File: src/rtl/kuuga_axi_pkg.sv
// Shared AXI4 constants and types for the kuuga instruction-fetch path.
package kuuga_axi_pkg;

  typedef enum logic [1:0] {
    OKAY   = 2'd0,
    EXOKAY = 2'd1,
    SLVERR = 2'd2,
    DECERR = 2'd3
  } axi_resp_e;

  localparam logic [1:0] AXI_BURST_INCR   = 2'b01;
  localparam logic [2:0] AXI_ARPROT_INSTR = 3'b100;
  localparam logic [2:0] AXI_SIZE_4B      = 3'b010;
  localparam logic [7:0] AXI_LEN_SINGLE   = 8'd0;

  typedef enum logic {
    AR_IDLE = 1'b0,
    AR_PEND = 1'b1
  } ar_state_e;

  // SLVERR and DECERR both have bit 1 set; OKAY/EXOKAY do not.
  function automatic logic resp_is_err(input logic [1:0] resp);
    return resp[1];
  endfunction

endpackage

File: src/rtl/fetch_addr_fifo.sv
// Small synchronous FIFO holding the addresses of in-flight fetches.
// A push is accepted while full when a pop happens in the same cycle.
module fetch_addr_fifo #(
  parameter int DEPTH = 2,
  parameter int WIDTH = 32
) (
  input  logic             clk,
  input  logic             rst_n,
  input  logic             i_push,
  input  logic [WIDTH-1:0] i_wdata,
  input  logic             i_pop,
  output logic [WIDTH-1:0] o_rdata,
  output logic             o_full,
  output logic             o_empty
);

  localparam int PTR_W = (DEPTH > 1) ? $clog2(DEPTH) : 1;
  localparam int CNT_W = $clog2(DEPTH + 1);

  logic [WIDTH-1:0] r_mem [DEPTH];
  logic [PTR_W-1:0] r_wptr;
  logic [PTR_W-1:0] r_rptr;
  logic [CNT_W-1:0] r_count;
  logic             w_do_push;
  logic             w_do_pop;

  function automatic logic [PTR_W-1:0] ptr_inc(input logic [PTR_W-1:0] p);
    if (p == PTR_W'(DEPTH - 1)) return '0;
    return p + 1'b1;
  endfunction

  assign o_full    = (r_count == CNT_W'(DEPTH));
  assign o_empty   = (r_count == '0);
  assign w_do_pop  = i_pop && !o_empty;
  assign w_do_push = i_push && (!o_full || w_do_pop);
  assign o_rdata   = r_mem[r_rptr];

  always_ff @(posedge clk or negedge rst_n) begin
    if (!rst_n) begin
      r_wptr  <= '0;
      r_rptr  <= '0;
      r_count <= '0;
    end else begin
      if (w_do_push) r_wptr <= ptr_inc(r_wptr);
      if (w_do_pop)  r_rptr <= ptr_inc(r_rptr);
      case ({w_do_push, w_do_pop})
        2'b10:   r_count <= r_count + 1'b1;
        2'b01:   r_count <= r_count - 1'b1;
        default: r_count <= r_count;
      endcase
    end
  end

  always_ff @(posedge clk) begin
    if (w_do_push) r_mem[r_wptr] <= i_wdata;
  end

endmodule

File: src/rtl/axi_instr_fetch_bridge.sv
// Core instruction-fetch req/gnt/rvalid to single-beat AXI4 AR/R bridge.
// Optional error address capture: define KUUGA_FETCH_ERR_CAPTURE_EN.
module axi_instr_fetch_bridge
  import kuuga_axi_pkg::*;
#(
  parameter int MAX_OUTSTANDING = 2,
  parameter int ADDR_W          = 32,
  parameter int DATA_W          = 32
) (
  input  logic                                 clk,
  input  logic                                 rst_n,
  input  logic                                 instr_req_i,
  input  logic [ADDR_W-1:0]                    instr_addr_i,
  output logic                                 instr_gnt_o,
  output logic                                 instr_rvalid_o,
  output logic [DATA_W-1:0]                    instr_rdata_o,
  output logic                                 instr_err_o,
  output logic [ADDR_W-1:0]                    m_axi_araddr,
  output logic                                 m_axi_arvalid,
  input  logic                                 m_axi_arready,
  output logic [2:0]                           m_axi_arprot,
  output logic [7:0]                           m_axi_arlen,
  output logic [2:0]                           m_axi_arsize,
  output logic [1:0]                           m_axi_arburst,
  input  logic [DATA_W-1:0]                    m_axi_rdata,
  input  logic [1:0]                           m_axi_rresp,
  input  logic                                 m_axi_rlast,
  input  logic                                 m_axi_rvalid,
  output logic                                 m_axi_rready,
  output logic                                 err_valid_o,
  output logic [ADDR_W-1:0]                    err_addr_o,
  output logic [1:0]                           err_resp_o,
  input  logic                                 err_clear_i,
  output logic                                 dbg_ar_state_o,
  output logic [$clog2(MAX_OUTSTANDING+1)-1:0] dbg_outstanding_o
);

  // Handshake rule on every channel: a transfer happens on a rising clk edge
  // where valid and ready are both high; once raised, valid holds its payload
  // stable until that edge. instr_gnt_o is the ready of the core request.

  localparam int              CNT_W   = $clog2(MAX_OUTSTANDING + 1);
  localparam logic [CNT_W-1:0] MAX_CNT = CNT_W'(MAX_OUTSTANDING);

  ar_state_e         r_state;
  ar_state_e         w_state_nxt;
  logic [ADDR_W-1:0] r_araddr;
  logic [CNT_W-1:0]  r_outstanding;
  logic              r_run;
  logic              r_rvalid;
  logic [DATA_W-1:0] r_rdata;
  logic              r_err;
  logic              w_ar_hs;
  logic              w_r_hs;
  logic              w_gnt;

  assign w_ar_hs = (r_state == AR_PEND) && m_axi_arready;
  assign w_r_hs  = m_axi_rvalid && m_axi_rready;
  // r_run is cleared asynchronously by reset, so no grant is offered in reset.
  assign w_gnt   = r_run && instr_req_i && ((r_state == AR_IDLE) || w_ar_hs) &&
                   ((r_outstanding < MAX_CNT) || w_r_hs);

  assign instr_gnt_o       = w_gnt;
  assign instr_rvalid_o    = r_rvalid;
  assign instr_rdata_o     = r_rdata;
  assign instr_err_o       = r_err;
  assign m_axi_arvalid     = (r_state == AR_PEND);
  assign m_axi_araddr      = r_araddr;
  assign m_axi_arprot      = AXI_ARPROT_INSTR;
  assign m_axi_arlen       = AXI_LEN_SINGLE;
  assign m_axi_arsize      = AXI_SIZE_4B;
  assign m_axi_arburst     = AXI_BURST_INCR;
  assign m_axi_rready      = (r_outstanding != '0);
  assign dbg_ar_state_o    = r_state;
  assign dbg_outstanding_o = r_outstanding;

  always_ff @(posedge clk or negedge rst_n) begin
    if (!rst_n) r_state <= AR_IDLE;
    else        r_state <= w_state_nxt;
  end

  always_comb begin
    w_state_nxt = r_state;
    case (r_state)
      AR_IDLE: if (w_gnt) w_state_nxt = AR_PEND;
      AR_PEND: begin
        if (w_gnt)              w_state_nxt = AR_PEND;
        else if (m_axi_arready) w_state_nxt = AR_IDLE;
      end
      default: w_state_nxt = AR_IDLE;
    endcase
  end

  always_ff @(posedge clk or negedge rst_n) begin
    if (!rst_n) begin
      r_run         <= 1'b0;
      r_araddr      <= '0;
      r_outstanding <= '0;
    end else begin
      r_run <= 1'b1;
      if (w_gnt) r_araddr <= {instr_addr_i[ADDR_W-1:2], 2'b00};
      case ({w_gnt, w_r_hs})
        2'b10:   r_outstanding <= r_outstanding + 1'b1;
        2'b01:   r_outstanding <= r_outstanding - 1'b1;
        default: r_outstanding <= r_outstanding;
      endcase
    end
  end

  always_ff @(posedge clk or negedge rst_n) begin
    if (!rst_n) begin
      r_rvalid <= 1'b0;
      r_rdata  <= '0;
      r_err    <= 1'b0;
    end else begin
      r_rvalid <= w_r_hs;
      r_err    <= w_r_hs && resp_is_err(m_axi_rresp);
      if (w_r_hs) r_rdata <= m_axi_rdata;
    end
  end

`ifdef KUUGA_FETCH_ERR_CAPTURE_EN
  logic [ADDR_W-1:0] w_head_addr;
  logic              w_fifo_full;
  logic              w_fifo_empty;
  logic              r_err_valid;
  logic [ADDR_W-1:0] r_err_addr;
  logic [1:0]        r_err_resp;
  logic              w_new_err;
  logic              w_unused;

  fetch_addr_fifo #(
    .DEPTH (MAX_OUTSTANDING),
    .WIDTH (ADDR_W)
  ) u_addr_fifo (
    .clk     (clk),
    .rst_n   (rst_n),
    .i_push  (w_gnt),
    .i_wdata ({instr_addr_i[ADDR_W-1:2], 2'b00}),
    .i_pop   (w_r_hs),
    .o_rdata (w_head_addr),
    .o_full  (w_fifo_full),
    .o_empty (w_fifo_empty)
  );

  assign w_new_err = w_r_hs && resp_is_err(m_axi_rresp);

  // A clear in the same cycle as a new error re-arms capture for that error.
  always_ff @(posedge clk or negedge rst_n) begin
    if (!rst_n) begin
      r_err_valid <= 1'b0;
      r_err_addr  <= '0;
      r_err_resp  <= '0;
    end else if (w_new_err && (!r_err_valid || err_clear_i)) begin
      r_err_valid <= 1'b1;
      r_err_addr  <= w_head_addr;
      r_err_resp  <= m_axi_rresp;
    end else if (err_clear_i) begin
      r_err_valid <= 1'b0;
    end
  end

  assign err_valid_o = r_err_valid;
  assign err_addr_o  = r_err_addr;
  assign err_resp_o  = r_err_resp;
  assign w_unused    = ^{w_fifo_full, w_fifo_empty, instr_addr_i[1:0], m_axi_rlast};
`else
  logic w_unused;

  assign err_valid_o = 1'b0;
  assign err_addr_o  = '0;
  assign err_resp_o  = '0;
  assign w_unused    = ^{err_clear_i, instr_addr_i[1:0], m_axi_rlast};
`endif

endmodule

File: config.mk
export PLATFORM = sky130hd
export DESIGN_NAME = axi_instr_fetch_bridge
export DESIGN_NICKNAME = d
export VERILOG_FILES = /design/src/rtl/kuuga_axi_pkg.sv /design/src/rtl/fetch_addr_fifo.sv /design/src/rtl/axi_instr_fetch_bridge.sv
export SDC_FILE = /design/constraint.sdc
export NUM_CORES = 1
export LEC_CHECK = 0
export ABC_AREA = 1
export CAP_MARGIN = 20
export CORE_MARGIN = 2
export CORE_UTILIZATION = 37
export DETAILED_ROUTE_END_ITERATION = 7
export PLACE_DENSITY = 0.83
export SYNTH_ARGS = -nofsm -noshare
export SYNTH_HDL_FRONTEND = slang
export SYNTH_HIERARCHICAL = 1
export SYNTH_SLANG_ARGS = --single-unit
File: constraint.sdc
create_clock -name clk -period 1.6 [get_ports clk]
set_input_delay 0.32 -clock clk [delete_from_list [all_inputs] [get_ports clk]]
set_output_delay 0.32 -clock clk [all_outputs]
set_load 0.02 [all_outputs]
# Word level (Yosys, flattened, before mapping)

Cells that the tools add are included.
W data, S select, Z words.

Output and inout bits: 123
Bits in registers: 68
Word-level logic and storage cells: 28
Input bits: 73

Order comparisons: 1
Multiplexer cells: 5
Bitwise gates (word level): 1
$add $sub $neg: 2
Reductions and logical operators: 10
Equality and inequality tests: 2

Operators with widths:

| operator              | count |
|---|---|
| $logic_and A1 B1 Y1   | 6 |
| $pmux W2 S2           | 1 |
| $reduce_bool A2 Y1    | 2 |
| $mux W1               | 3 |
| $add A2 B1 Y2 const B | 1 |
| $eq A2 B1 Y1 const B  | 1 |
| $eq A2 B2 Y1 const B  | 1 |
| $logic_or A1 B1 Y1    | 2 |
| $lt A2 B2 Y1 const B  | 1 |
| $pmux W1 S2           | 1 |
| $sub A2 B1 Y2 const B | 1 |
| $not A1 Y1            | 1 |

# Depth between registers and ports, before layout

Depth after elaboration: 6
Depth in mapped cells: 11
Mapped depth without buffers: 10

# Worst setup path after synthesis

Ideal clock, no wire load.

Path kind: flip-flop to flip-flop
Start: register r_outstanding[0], in the netlist dbg_outstanding_o[0]
End: register r_outstanding[1], in the netlist dbg_outstanding_o[1]
Cell stages (with the launch flop): 11
Period minus slack after synthesis: 1.668 ns
Slack: -0.068 ns
Path buffers: 1
Required time: 1.483 ns
Library setup time: 0.117 ns
Arrival time: 1.550 ns
Cell sequence: dfrtp_1 > inv_1 > nand2_2 > nand2_2 > inv_2 > buf_4 > ha_1 > inv_1 > nand3_1 > nand2_1 > nand2_1

Cells in the longest elaborated chain, start to end: 6
Elaborated cells between the ends (all ways): 11
Classes of those cells: add/sub (2); order compare (1); eq/ne (2); mux (1); reduce/logical (5)

Ends and longest elaborated chain:

| what                                              | RTL line                      | source |
|---|---|---|
| start, declared                                   | axi_instr_fetch_bridge.sv:48  | `logic [CNT_W-1:0] r_outstanding;` |
| start signal, assigned                            | axi_instr_fetch_bridge.sv:103 | `2'b10: r_outstanding <= r_outstanding + 1'b1;` |
| start signal, assigned                            | axi_instr_fetch_bridge.sv:104 | `2'b01: r_outstanding <= r_outstanding - 1'b1;` |
| start signal, assigned                            | axi_instr_fetch_bridge.sv:105 | `default: r_outstanding <= r_outstanding;` |
| $reduce_bool A2 Y1 (*)                            | axi_instr_fetch_bridge.sv:73  | `assign m_axi_rready = (r_outstanding != '0);` |
| net m_axi_rready                                  | axi_instr_fetch_bridge.sv:29  | `output logic m_axi_rready,` |
| $logic_and A1 B1 Y1 (*)                           | axi_instr_fetch_bridge.sv:58  | `assign w_r_hs = m_axi_rvalid && m_axi_rready;` |
| net w_r_hs                                        | axi_instr_fetch_bridge.sv:54  | `logic w_r_hs;` |
| $logic_or A1 B1 Y1                                | axi_instr_fetch_bridge.sv:61  | `((r_outstanding < MAX_CNT) \|\| w_r_hs);` |
| $logic_and A1 B1 Y1                               | axi_instr_fetch_bridge.sv:60  | `assign w_gnt = r_run && instr_req_i && ((r_state == AR_IDLE) \|\| w_ar_hs) &&` |
| $eq A2 B1 Y1 or $eq A2 B2 Y1 (tied branches)      | axi_instr_fetch_bridge.sv:102 | `case ({w_gnt, w_r_hs})` |
| $pmux W2 S2 or $reduce_bool A2 Y1 (tied branches) | --                            |  |

The timed path passes the listed nets; every way through them passes the cells marked *.
A chain may end at the register's enable or synchronous reset.

# Final worst setup path

Start: input m_axi_rvalid
End: output instr_gnt_o

Cells in the longest elaborated chain, start to end: 3

Ends and longest elaborated chain:

| what                | RTL line                     | source |
|---|---|---|
| start, declared     | axi_instr_fetch_bridge.sv:28 | `input logic m_axi_rvalid,` |
| $logic_and A1 B1 Y1 | axi_instr_fetch_bridge.sv:58 |  |
| $logic_or A1 B1 Y1  | axi_instr_fetch_bridge.sv:61 |  |
| $logic_and A1 B1 Y1 | axi_instr_fetch_bridge.sv:60 |  |
| end, declared       | axi_instr_fetch_bridge.sv:14 | `output logic instr_gnt_o,` |

No other way between the ends.

==> metrics.txt <==
status=finished clean; final hold viol count=0; layout cells sized above 1=0.0703; Crit Path Class=in2out; Detailed Route WL=between 7 and 8 mm; clock skew=0.0118 ns; crit path cell chain=clkdlybuf4s50_1 > inv_2 > nand2_1 > nand3_2 > inv_1 > buf_2; Starting Density=0.380; max-cap violations=0; Root Buffer=clkbuf_8; wire per inst=about 12 µm; nature of the critical path startpoint=input port; count of different cell masters after synthesis=15; share of the synthesized area in the top cell type=0.548; H-Tree Depth=3; post-route antenna net violation count=0; TritonCTS Buffers=9; maximum achievable frequency=0.646 GHz; sequential area share after synthesis=0.548; CP endpoint kind=primary output; slowest cell on the critical path=clkdlybuf4s50_1; Worst Setup SP=m_axi_rvalid; Die Ht=95.6 µm; Worst Path Arrival=between 1 and 1.5 ns; RSZ-0062 raised after global routing=false; post-synthesis cell area=3100 µm²; clock slew at reported path FFs=0.07 ns; post-CTS setup buffers=0; sum of buffers and inverters on the critical path=4; CTS max path bufs=2; # port buffers=approximately 140; leading area contributor after synthesis=dfrtp_1; First DRT Iteration DRCs=67; Ports=196; Worst Path Required=1.28 ns; Post-DP HPWL=5.43 mm; Final Hold Slack=0.0132 ns; initial antenna violation count=0; Power Dens Cells=1660 nW/µm²; full die area=9140 µm²; Synth area leaders=dfrtp_1 55%, nand2_1 20%, buf_4 14%; Total GRT Usage=0.166; setup TNS=0 ns; Hold Crit Class=in2async; Vias/cell=between 4 and 5; core area=8180 µm²; pin count of the biggest net entering global routing=37; Rows=33; Core Util, Final=0.551; Max stage delay on crit path=between 0.4 and 0.5 ns; dpl ws=-0.411 ns; CTS tree=built; Diodes inserted=0; worst setup margin=0.0518 ns; vias in the first global route=2581; RD Place Congestion=slightly above 0.7; Yosys reg bits=about 70; final worst path period share=0.968; Reg-to-Reg Start=dbg_outstanding_o[1]; first-pass GRT wire length=around 12 mm; crit path max fanout=2; 1st-pass router iterations=4; R2R Setup Slk=0.16 ns; Max VDD drop=0.000876 V; Tot Pwr=between 7 and 8 mW; clock latency on the worst-skew pair=about 0.33 ns; post-route minimum period=1.55 ns; CP top delay family=buffers and inverters; Mean Syn Cell Area=8.77 µm²; yosys warns=6; leakage power=2.52 nW; Gate Count Post-Synth=354; residual DRC count=0; P&R area growth vs syn=45.1%; total gr overflow=0; max-slew violations=0; Final Setup Violations=0; Sink Count=68; Die Wd=95.6 µm; via count=about 2600; nets=568
-- power breakdown --
part	leakage (nW)	switching, mW	internal (mW)
registers	0.838	0.361	2.42
clock network	0.0935	0.574	0.754
logic	1.59	2.12	1.25
-- cell usage after synthesis --
master and n:
buf_2 9, buf_4 57, clkbuf_1 6, conb_1 2, dfrtp_1 68, ha_1 1
inv_1 7, inv_2 3, nand2_1 164, nand2_2 2, nand3_1 1, nand3_2 1
nand4_1 31, nor2_1 1, xnor2_1 1
-- flip-flops by register name (all words and copies together), names as in the netlist --
name,cells
dbg_outstanding_o,2
instr_rvalid_o,1
dbg_ar_state_o,1
r_run,1
m_axi_araddr,30
instr_err_o,1
instr_rdata_o,32
-- final timing paths --
path                                         to  depth (start not counted)
max in group asynchronous  dbg_outstanding_o[0]                          2
setup / recovery                    instr_gnt_o                          6
hold / removal                  m_axi_araddr[7]                          2
hold reg to reg                m_axi_araddr[14]                          2
min in group clk               m_axi_araddr[14]                          2
setup reg to reg           dbg_outstanding_o[1]                         10
-- stage by stage --
step                instance area, µm²  instances
floorplan                         3310        406
global placement                  4400        588
detailed placement                4400        588
CTS                               4500        603
global route                      4500        603
finish                            4500        603
-- final cells by class --
cell class                 instances  area (µm²)
multi-input combinational        256        1070
inverter                          10        37.5
tap                              105         131
clock inverter                     2        35.0
clock buffer                      13         149
fill                             774        3670
sequential                        68        1700
timing repair buffer             149        1370
-- routing by layer --
metal,share of wire,global-route usage,vias up
met5,0,0,-
met4,0.014,0.0738,0
met3,0.10,0.0561,10
met2,0.48,0.279,129
met1,0.40,0.190,1214
li1,-,-,1281
-- cells in the final DEF (no fill, tap or decap) --
| master | netlist | final |
|---|---|---|
| dlygate4sd2_1 | 0 | 65 |
| inv_1 | 7 | 7 |
| dfrtp_1 | 68 | 66 |
| nand3_2 | 1 | 1 |
| buf_2 | 9 | 3 |
| clkdlybuf4s50_1 | 0 | 66 |
| bufinv_16 | 0 | 1 |
| buf_4 | 57 | 12 |
| nand4_1 | 31 | 31 |
| ha_1 | 1 | 1 |
| xnor2_1 | 1 | 1 |
| clkbuf_8 | 0 | 10 |
| nor2_1 | 1 | 1 |
| nand3_1 | 1 | 1 |
| clkbuf_1 | 6 | 3 |
| conb_1 | 2 | 54 |
| nand2_1 | 164 | 164 |
| inv_2 | 3 | 3 |
| nand2_4 | 0 | 2 |
| dlymetal6s2s_1 | 0 | 3 |
| clkinv_2 | 0 | 1 |
| dfrtp_2 | 0 | 2 |
-- logic make-up (layout without fill, tap and decap cells) --
kind of cell / Yosys count / in the layout / synth area share
xor+xnor: 1 / 1 / 0.00282
other cells: 2 / 54 / 0.00242
flops: 68 / 68 / 0.548
simple gates: 200 / 200 / 0.271
buf+inv: 82 / 174 / 0.172
fa+ha+maj: 1 / 1 / 0.00403
-- repair_timing --
| action | CTS | global route |
|---|---|---|
| hold buffers | 0 | 0 |
| resized for setup | 73 | 3 |
| setup endpoints to repair | 67 | 3 |
| hold endpoints to repair | 0 | 0 |
No activity file was read; power rests on OpenSTA's default activity.
==> patch 1, RTL diff (same flow settings) <==
Build with the macro `KUUGA_FETCH_ERR_CAPTURE_EN` defined.
--- a/src/rtl/axi_instr_fetch_bridge.sv
+++ b/src/rtl/axi_instr_fetch_bridge.sv
@@ -1,5 +1,7 @@
 // Core instruction-fetch req/gnt/rvalid to single-beat AXI4 AR/R bridge.
 // Optional error address capture: define KUUGA_FETCH_ERR_CAPTURE_EN.
+`define KUUGA_FETCH_ERR_CAPTURE_EN
+
 module axi_instr_fetch_bridge
   import kuuga_axi_pkg::*;
 #(
Behaviour: not the same (a bounded check fails within 4 cycles, from zero or initial values and one cycle with rst_n low).
==> patch 1 against the original RTL <==
Worst setup slack lost 12 ps; power grew 120%; global-route usage grew 0.14 points; critical path depth shrank 2; wire length grew 110%; sequential cell count grew 103; final area grew 110%; area after synthesis grew 120%; critical endpoint is now m_axi_rready.
==> patch 1: results (changes against the original RTL) <==
outcome=complete, no violations; CTS root buffer=clkbuf_16; GR Layer Usage met3=4.01% (-1.6 points); Placer Congestion=0.837 (+16%); PortBufs=174 (+27%); worst r2r path cells=7 (-3); H-tree depth=4 (+1); met2 Use GR=26.6% (-1.3 points); global-route wire length before repair=25.4 mm (+120%); 1st-iter DRT viols=287 (+330%); Largest register FFs=64 (+100%); leakage power=4.65 nW (+85%); layout cells sized above 1=10.8% (+3.8 points); largest net degree at the start of global routing=58 (+57%); vias in the first global route=4825 (+87%); FILL cells=1554 (+100%); final net count=933 (+64%); Final Skew=10.2 ps (-1.62 ps); Critical Path Start=dbg_outstanding_o[1]; met1 GRT Util=21.7% (+2.7 points); die area=0.0193 mm^2 (+110%); final wirelength=15.4 mm (+110%); gr usage total=16.7% (+0.14 points); Max FO, Critical Path=3 (+1); dpl hpwl=11.4 mm (+110%); TritonCTS Buffers=17 (+8); Clk Latency, worst-skew pair=430 ps (+100 ps)
-- patch 1: cell count changes in the layout (fill, tap and decap cells not counted), moves of 7 or more --
cell           before  now
dlygate4sd2_1      65  100
buf_12              0    7
conb_1             54   23
buf_4              12   27
edfxtp_1            0   64
dfrtp_1            66  104
clkbuf_8           10    0
nand2_1           164  357
inv_1               7   14
clkbuf_16           0   17
-- patch 1: routing by layer --
| metal | up-vias | wire length [um] |
|---|---|---|
| li1 | 2455 | - |
| met1 | 2324 | 6690 |
| met4 | 0 | 381 |
| met3 | 21 | 780 |
| met2 | 143 | 7540 |
| met5 | - | 0 |
-- patch 1: path summary, 6_finish.rpt --
kind	endpoint	slack [ps]
setup / recovery	m_axi_rready	40
hold / removal	m_axi_araddr[10]	240
setup reg to reg	u_addr_fifo/r_mem[1][10]	100
hold reg to reg	err_addr_o[13]	470
max in group asynchronous	dbg_ar_state_o	820
min in group clk	instr_rdata_o[29]	430
-- patch 1: cell type report --
class | instances | share of cell area (%)
tap | 229 | 3.05
inverter | 19 | 0.760
clock buffer | 17 | 4.53
multi-input combinational | 440 | 19.8
timing repair buffer | 210 | 21.1
sequential | 171 | 49.1
clock inverter | 15 | 1.64
-- patch 1: power breakdown --
group	switching, mW	total [mW]	internal (mW)
Clock	1.85	3.92	2.08
Sequential	0.652	6.53	5.88
Combinational	3.94	6.20	2.26
-- patch 1: critical path, stage by stage (launching register included) --
cell and delay [ps]:
dfrtp_2 420, buf_6 130, nor2_4 110, inv_2 40
buf_6 120
-- patch 1: metrics by stage --
step | instances | area (um^2) | setup slack (ps) | util (%) | hold slack [ps]
floorplan | 682 | 6870 | -343 | - | 24.4
global placement | 1068 | 8910 | -461 | 49.8 | 136
detailed placement | 1068 | 8910 | -460 | 49.8 | 137
CTS | 1101 | 9380 | 3.29 | 52.4 | 225
global route | 1101 | 9380 | -14.1 | 52.4 | 235
finish | 1101 | 9380 | 39.8 | 52.4 | 243
-- patch 1: repair_timing --
item / in CTS / in global routing
buffers inserted: 0 / 0
setup endpoints to repair: 105 / 66
gates resized for setup: 120 / 6
hold buffers: 1 / 0
pin swaps: 1 / 3
endpoints found under the hold margin: 107 / 0
==> patch 2, RTL diff (config.mk and constraints unchanged) <==
Made on the original files. Remove the register `r_err`: a continuous assignment takes its place, so the output `instr_err_o` follows one clock earlier.
--- a/src/rtl/axi_instr_fetch_bridge.sv
+++ b/src/rtl/axi_instr_fetch_bridge.sv
@@ -111,13 +111,13 @@
     if (!rst_n) begin
       r_rvalid <= 1'b0;
       r_rdata  <= '0;
-      r_err    <= 1'b0;
     end else begin
       r_rvalid <= w_r_hs;
-      r_err    <= w_r_hs && resp_is_err(m_axi_rresp);
       if (w_r_hs) r_rdata <= m_axi_rdata;
     end
   end
+
+  assign r_err = w_r_hs && resp_is_err(m_axi_rresp);
 
 `ifdef KUUGA_FETCH_ERR_CAPTURE_EN
   logic [ADDR_W-1:0] w_head_addr;
Behaviour: not the same (Yosys sat finds a counterexample within 4 cycles, from zero or initial values and one cycle with rst_n low).
==> patch 2 against the original RTL <==
Area after synthesis decreased by 0.81%; via count rose by 0.46%; global-route usage up 0.50 points; power grew 2.1%; worst setup slack better by 14 ps; non-clock buffer count grew 1; final area rose by 0.92%; final cell count grew 0.33%; sequential cell count decreased by 1; hold slack better by 460 ps; register-to-register slack improved by 70 ps; wire length rose by 2.3%; count of clock-buffer cells in the layout shrank 2; critical path type is now reg -> out.
==> patch 2: results (changes against the original RTL) <==
GR Layer Usage met3=5.69% (+0.079 points); vias=2646 (+0.46%); outcome=complete, no violations; met2 Use GR=29.2% (+1.3 points); gr usage total=17.1% (+0.50 points); leakage power=2.50 nW (-0.57%); Critical Path Start=dbg_outstanding_o[0]; R2R setup slack=230 ps (+70 ps); layout cells sized above 1=8.82% (+1.8 points); critical path data arrival time=1210 ps (-20 ps); register area share after synthesis=54.4% (-0.37 points); worst r2r path cells=9 (-1); Peak supply drop=0.873 mV (-0.33%); hold crit path type=reg -> reg; dpl ws=-443 ps (-32.2 ps); Layout Cells excl Fill=605 (+0.33%); largest net degree at the start of global routing=68 (+84%); placed insts=587 (-0.17%); Final Skew=15.1 ps (+3.36 ps); Placer Congestion=0.722 (about the same); TritonCTS Buffers=9 (unchanged); dpl hpwl=5.33 mm (-1.9%); fmax=652 MHz (+0.94%); FILL cells=759 (-1.9%); met1 GRT Util=19.7% (+0.70 points); 1st-iter DRT viols=96 (+43%); largest cells by area after synthesis=dfrtp_1 (54%), nand2_1 (20%), buf_4 (14%); cells after synthesis=353 (-0.28%); global-route wire length before repair=11.8 mm (+2.0%); final wirelength=7.56 mm (+2.3%); initial antenna violation count=1 (+1); Max FO, Critical Path=3 (+1); Synth top cells by count=nand2_1 (164), dfrtp_1 (67), buf_4 (57); crit path to=dbg_outstanding_o[0]; yosys warns=6 (unchanged); Post-CTS Setup Repair Bufs=0 (unchanged)
## patch 2: cell count changes after synthesis, sizes merged
cell,delta
dfrtp,-1
## patch 2: worst min path at each step
stage	depth (start not counted)	slack [ps]	to
floorplan	0	20	dbg_ar_state_o
global placement	2	360	m_axi_araddr[25]
CTS	2	480	m_axi_araddr[4]
global route	2	500	m_axi_araddr[7]
finish	2	470	instr_rdata_o[23]
detailed placement	2	370	m_axi_araddr[22]
## patch 2: power by group
part / internal [mW] / total, mW / switching [mW] / leakage [nW]
logic: 1.28 / 3.43 / 2.16 / 1.57
registers: 2.39 / 2.75 / 0.360 / 0.825
clock network: 0.810 / 1.45 / 0.638 / 0.106
## patch 2: logic make-up (layout without fill, tap and decap cells)
| group | Yosys count | in the layout | share of synthesized area (%) |
|---|---|---|---|
| fa+ha+maj | 1 | 1 | 0.406 |
| flops | 67 | 67 | 54.4 |
| simple gates | 200 | 200 | 27.3 |
| xor+xnor | 1 | 1 | 0.284 |
| buf+inv | 82 | 176 | 17.3 |
| other cells | 2 | 55 | 0.244 |
## patch 2: area by class of cell
class	count	area [um^2]	share of cell area [%]
multi-input combinational	256	1090	24.0
clock inverter	5	60.1	1.32
inverter	10	37.5	0.826
timing repair buffer	150	1390	30.6
antenna	1	2.50	0.0551
sequential	67	1680	36.9
clock buffer	11	151	3.33
tap	105	131	2.89
## patch 2: stage by stage
step	hold slack, ps	cell area (um^2)	utilization [%]	total power, mW
3_3_place_gp	361	4390	54.0	6.64
4_1_cts	480	4520	55.6	7.70
2_1_floorplan	24.4	3290	-	4.85
5_1_grt	498	4550	55.9	8.20
6_report	472	4550	55.9	7.63
3_5_place_dp	369	4390	54.0	6.73
## patch 2: worst max-delay path, stage by stage (launching register included)
cell	delay, ps
dfrtp_2	410
buf_4	140
dlygate4sd2_1	330
## patch 2: per-layer routing
| metal | part of all wire (%) | vias to the layer above | wire [um] |
|---|---|---|---|
| met3 | 9.8 | 9 | 744 |
| met5 | 0 | - | 0 |
| li1 | - | 1283 | - |
| met4 | 1.1 | 0 | 85 |
| met1 | 40 | 1230 | 3050 |
| met2 | 49 | 124 | 3680 |
## patch 2: repair_timing
item	4_1_cts	5_1_grt
gates resized for setup	79	5
hold endpoints to repair	22	0
hold buffers	1	0
setup endpoints to repair	70	2
